<file path="config.mk">
export PLATFORM = sky130hd
export DESIGN_NAME = lane_merge
export DESIGN_NICKNAME = d
export VERILOG_FILES = /design/src/rtl/lane_merge_pkg.sv /design/src/rtl/lane_merge_rr_arbiter.sv /design/src/rtl/lane_merge.sv
export SDC_FILE = /design/constraint.sdc
export NUM_CORES = 1
export LEC_CHECK = 0
export BUFFER_PORTS_ARGS = -buffer_cell sky130_fd_sc_hd__buf_2
export CELL_PAD_IN_SITES_DETAIL_PLACEMENT = 0
export CELL_PAD_IN_SITES_GLOBAL_PLACEMENT = 1
export CORE_ASPECT_RATIO = 0.6
export CORE_MARGIN = 2
export CORE_UTILIZATION = 35
export CTS_CLUSTER_DIAMETER = 150
export CTS_CLUSTER_SIZE = 25
export DETAILED_ROUTE_END_ITERATION = 12
export PLACE_DENSITY_LB_ADDON = 0.08
export SETUP_SLACK_MARGIN = 0.1
export SYNTH_ARGS = -nofsm -noshare
export SYNTH_HDL_FRONTEND = slang
export SYNTH_HIERARCHICAL = 1
export SYNTH_SLANG_ARGS = --single-unit
</file>
<file path="constraint.sdc">
create_clock -name clk -period 5.2 [get_ports clk]
set_clock_uncertainty 0.1 [all_clocks]
set_input_delay 0 -clock clk [delete_from_list [all_inputs] [get_ports clk]]
set_output_delay 0 -clock clk [all_outputs]
set_load 0.05 [all_outputs]
</file>
<file path="src/rtl/lane_merge_pkg.sv">
// rtl/lane_merge_pkg.sv - shared constants, lane index type and pointer wrap helper for lane_merge
package lane_merge_pkg;

    localparam int MAX_LANES = 8;
    localparam int COUNT_W   = 16;

    typedef logic [2:0] lane_idx_t;

    // Round-robin successor of a lane index within an n-lane ring.
    function automatic lane_idx_t next_lane(input lane_idx_t idx, input int n);
        if (int'(idx) >= n - 1) begin
            return '0;
        end
        return idx + 3'd1;
    endfunction

endpackage

</file>
<file path="src/rtl/lane_merge_rr_arbiter.sv">
// rtl/lane_merge_rr_arbiter.sv - round-robin arbiter: one-hot grant from req and a rotating pointer
module rr_arbiter
    import lane_merge_pkg::*;
#(
    parameter int N = 2
) (
    input  logic         clk,
    input  logic         rst_n,
    input  logic [N-1:0] req,
    input  logic         advance,
    output logic [N-1:0] grant
);

    lane_idx_t ptr;
    lane_idx_t grant_idx;
    logic      found;

    // Scan lanes in priority order starting at ptr; the first requester wins.
    always_comb begin
        grant     = '0;
        grant_idx = '0;
        found     = 1'b0;
        for (int off = 0; off < N; off++) begin
            for (int i = 0; i < N; i++) begin
                if (!found && req[i] && (((int'(ptr) + off) % N) == i)) begin
                    found     = 1'b1;
                    grant[i]  = 1'b1;
                    grant_idx = lane_idx_t'(i);
                end
            end
        end
    end

    always_ff @(posedge clk or negedge rst_n) begin
        if (!rst_n) begin
            ptr <= '0;
        end else if (advance && found) begin
            ptr <= next_lane(grant_idx, N);
        end
    end

endmodule

</file>
<file path="src/rtl/lane_merge.sv">
// rtl/lane_merge.sv - N-lane round-robin merge into one registered word (+K); LANE_MERGE_COUNT_EN adds xfer_count
module lane_merge
    import lane_merge_pkg::*;
#(
    parameter int N = 2,
    parameter int W = 32,
    parameter int K = 42
) (
    input  logic                 clk,
    input  logic                 rst_n,
    input  logic [N-1:0]         in_valid,
    input  logic [N*W-1:0]       in_data,
    output logic [N-1:0]         in_ready,
    output logic                 out_valid,
    output logic [W-1:0]         out_data,
    output logic [$clog2(N)-1:0] out_lane,
    input  logic                 out_ready
`ifdef LANE_MERGE_COUNT_EN
    ,
    output logic [COUNT_W-1:0]   xfer_count
`endif
);

    localparam int LW = $clog2(N);

    logic [N-1:0]  grant;
    logic          slot_free;
    logic          accept;
    logic [W-1:0]  lane_word [N];
    logic [LW-1:0] lane_tag  [N];
    logic [W-1:0]  sel_data;
    logic [LW-1:0] sel_lane;

    assign slot_free = !out_valid || out_ready;
    assign accept    = |in_ready;

    rr_arbiter #(
        .N(N)
    ) u_arb (
        .clk    (clk),
        .rst_n  (rst_n),
        .req    (in_valid),
        .advance(accept),
        .grant  (grant)
    );

    // in_ready is gated by rst_n so it drops the moment reset asserts.
    for (genvar i = 0; i < N; i++) begin : g_lane
        assign in_ready[i]  = rst_n && slot_free && grant[i];
        assign lane_word[i] = grant[i] ? in_data[i*W +: W] : '0;
        assign lane_tag[i]  = grant[i] ? LW'(i) : '0;
    end

    // Grant is one-hot, so an OR across lanes acts as the mux.
    always_comb begin
        sel_data = '0;
        sel_lane = '0;
        for (int i = 0; i < N; i++) begin
            sel_data = sel_data | lane_word[i];
            sel_lane = sel_lane | lane_tag[i];
        end
    end

    always_ff @(posedge clk or negedge rst_n) begin
        if (!rst_n) begin
            out_valid <= 1'b0;
            out_data  <= '0;
            out_lane  <= '0;
        end else if (accept) begin
            out_valid <= 1'b1;
            out_data  <= sel_data + W'(K);
            out_lane  <= sel_lane;
        end else if (out_ready) begin
            out_valid <= 1'b0;
        end
    end

`ifdef LANE_MERGE_COUNT_EN
    always_ff @(posedge clk or negedge rst_n) begin
        if (!rst_n) begin
            xfer_count <= '0;
        end else if (out_valid && out_ready && (xfer_count != '1)) begin
            xfer_count <= xfer_count + 1'b1;
        end
    end
`else
`endif

endmodule

</file>
==> flow_metrics.py <==
metrics = {
    "outcome": {
        "status": "completed",
    },
    "power_and_ir_drop": {
        "p_leak_nw": 1.58,
        "power.total_mw": 1.73,
        "irDropWorstVdd_v": 0.000225,
        "p_per_area_mw_per_mm2": 503,
    },
    "yosys": {
        "ys_seq_area_share_pct": 33.0,
        "synth.avg_cell_area_um2": 8.35,
        "synth_nets": 388,
        "synth_ff_type": "dfrtp_1",
        "synth_area_mm2": 0.00266,
        "synth_top_area_cell": "dfrtp_1",
        "yosys_warnings": 6,
        "ys_top_cells_by_area": "dfrtp_1, a22oi_1, nand2_1, nand3_1, o21ai_0",
        "synth.distinct_cells": 48,
        "synth-seq-cells": 35,
        "synth-edff-count": 0,
        "synthCells": 318,
        "synth_top_area_share_pct": 33.0,
        "synthArstFlopShare_pct": 100,
    },
    "setup_path": {
        "cp_max_fo": 57,
        "arrival_ns": 3.82,
        "endpoint_kind": "register",
        "cp-start-kind": "register",
        "cp_data_required_time_ns": 5.32,
        "path_class": "register to register",
    },
    "placement": {
        "place_area_mm2": 0.00322,
        "portBuffers": 104,
        "dpl.hpwl_um": 6640,
        "routabilityCongestion": 0.821,
    },
    "sta": {
        "rsz0062_at_grt": "no",
        "worstMarginPinSlew_ns": 0.651,
        "fin_crit_sh_pct": 71.2,
        "fin_tns_setup_ns": 0,
        "setup_violations": 0,
        "finalCriticalPeriod_ns": 3.70,
        "slew_viol_final": 0,
        "max_freq_ghz": 0.270,
        "slew_headroom_pct": 56.3,
        "hold_viol": 0,
    },
    "floorplan": {
        "ioPinCount": 105,
        "die_h_um": 71.5,
        "rows": 24,
        "die_w_um": 116,
        "core_mm2": 0.00730,
        "dieArea_mm2": 0.00832,
        "floorplan.initialDensity_pct": 36.4,
    },
    "drt": {
        "avgViaCountPerCell": 5.38,
        "vias": 2816,
        "routed_wl_um": 8750,
        "drc_errors": 0,
        "drtPass1Iterations": 5,
        "wl_per_cell_um": 16.7,
        "ant_nets": 0,
        "drtIter0Drc": 286,
    },
    "job": {
        "drv_cap": 0,
    },
    "worst_hold_path": {
        "hold_class": "primary input to register",
    },
    "cts": {
        "clockBufferDepth": 2,
        "cts-root-buf": "clkbuf_16",
        "cts_hold_buf": 8,
        "clkSlewWorstSetupHoldPaths_ns": 0.06,
        "cts_sinks": 35,
        "insertion_delay_ns": 0.28,
        "cts_resized": 0,
        "cts_tree": "built",
        "post_cts_buffers": 0,
        "cts_inserted_buffers": 5,
        "htree_levels": 2,
    },
    "global_route": {
        "grt_pass1_vias": 2547,
        "grt_overflow": 0,
        "antenna_found_initial": 0,
        "grt_first_pass_wirelength_um": 13800,
        "grt_max_degree": 58,
        "track_usage_pct": 21.9,
    },
    "final_layout": {
        "final_cell_mix": "buf_2, nand2_1, a22oi_1",
        "drive_above_1_share_pct": 31.7,
        "num_antenna_cells": 0,
        "final_common_cell": "buf_2",
        "design_area_mm2": 0.00344,
        "nets": 489,
        "area_growth_pct": 29.6,
    },
}
## cells in the mapped netlist (6+ instances only)
| cell type | instances |
|---|---|
| a22oi_1 | 39 |
| nor3_1 | 11 |
| o21ai_0 | 25 |
| buf_6 | 7 |
| nand2_1 | 43 |
| o211ai_1 | 7 |
| xnor2_1 | 7 |
| clkbuf_1 | 7 |
| nand3_1 | 27 |
| nor2_1 | 16 |
| nor4_1 | 7 |
| inv_1 | 6 |
| xor2_1 | 13 |
| dfrtp_1 | 35 |
## state kept, by name, summed over array words and instances, names as in the netlist
signal     flops
out_data      32
out_lane       1
out_valid      1
u_arb/ptr      1
## logic make-up after synthesis
family	Yosys count	synth area share, %
AOI/OAI and AO/OA	108	29.5
xor gates and xnor gates	20	6.59
DFF	35	33.0
buffers and inverters	28	6.12
and+or+nand+nor	126	24.3
adders and majority gates	1	0.471
## per-layer routing
layer  track usage [%]  share of wire (%)  vias to the layer above
li1                  -                  -                     1403
met4              4.23               0.67                        0
met3              3.89                8.0                        7
met2              25.6                 36                      107
met5                 0                  0                        -
met1              39.0                 56                     1299
## final timing paths
kind                         startpoint           end  slack [ns]  cells past startpoint
hold / removal              in_data[38]   out_data[6]        0.11                      4
setup / recovery           u_arb/ptr[0]  u_arb/ptr[0]        1.50                     10
setup reg to reg           u_arb/ptr[0]  u_arb/ptr[0]        1.50                     10
max in group asynchronous         rst_n      out_lane        4.42                      3
min in group asynchronous         rst_n  u_arb/ptr[0]        0.20                      3
hold reg to reg            out_data[12]  out_data[12]        0.37                      2
## metrics by stage
step           setup slack, ns  hold WS, ns  utilization [%]  std cells
6_report                  1.50        0.105             47.2        523
5_1_grt                   1.13        0.120             47.2        523
4_1_cts                   1.49       0.0926             47.2        523
3_5_place_dp              1.80      -0.0146             44.1        508
3_3_place_gp              1.85     -0.00893             44.1        508
2_1_floorplan             1.53       -0.396                -        318
## area by class of cell
cell class	count	area [µm²]
fill	766	3850
timing repair buffer	116	631
clock inverter	1	5.00
tap	104	130
multi-input combinational	255	1640
clock buffer	6	139
sequential	35	876
inverter	6	22.5
## critical path: stages (launching register included)
cell	delay (ns)
dfrtp_1	0.43
inv_1	0.10
a21boi_4	0.51
buf_4	0.43
nand3_1	0.19
and2_1	0.21
buf_4	0.29
inv_1	0.49
a21oi_1	0.15
a31oi_1	0.15
dlygate4sd3_1	0.56
## where the power goes
part	leakage (nW)	switching, mW	internal [mW]
Sequential	0.433	0.0679	0.389
Combinational	1.08	0.728	0.248
Clock	0.0727	0.113	0.187
(Power assumes the default switching activity.)
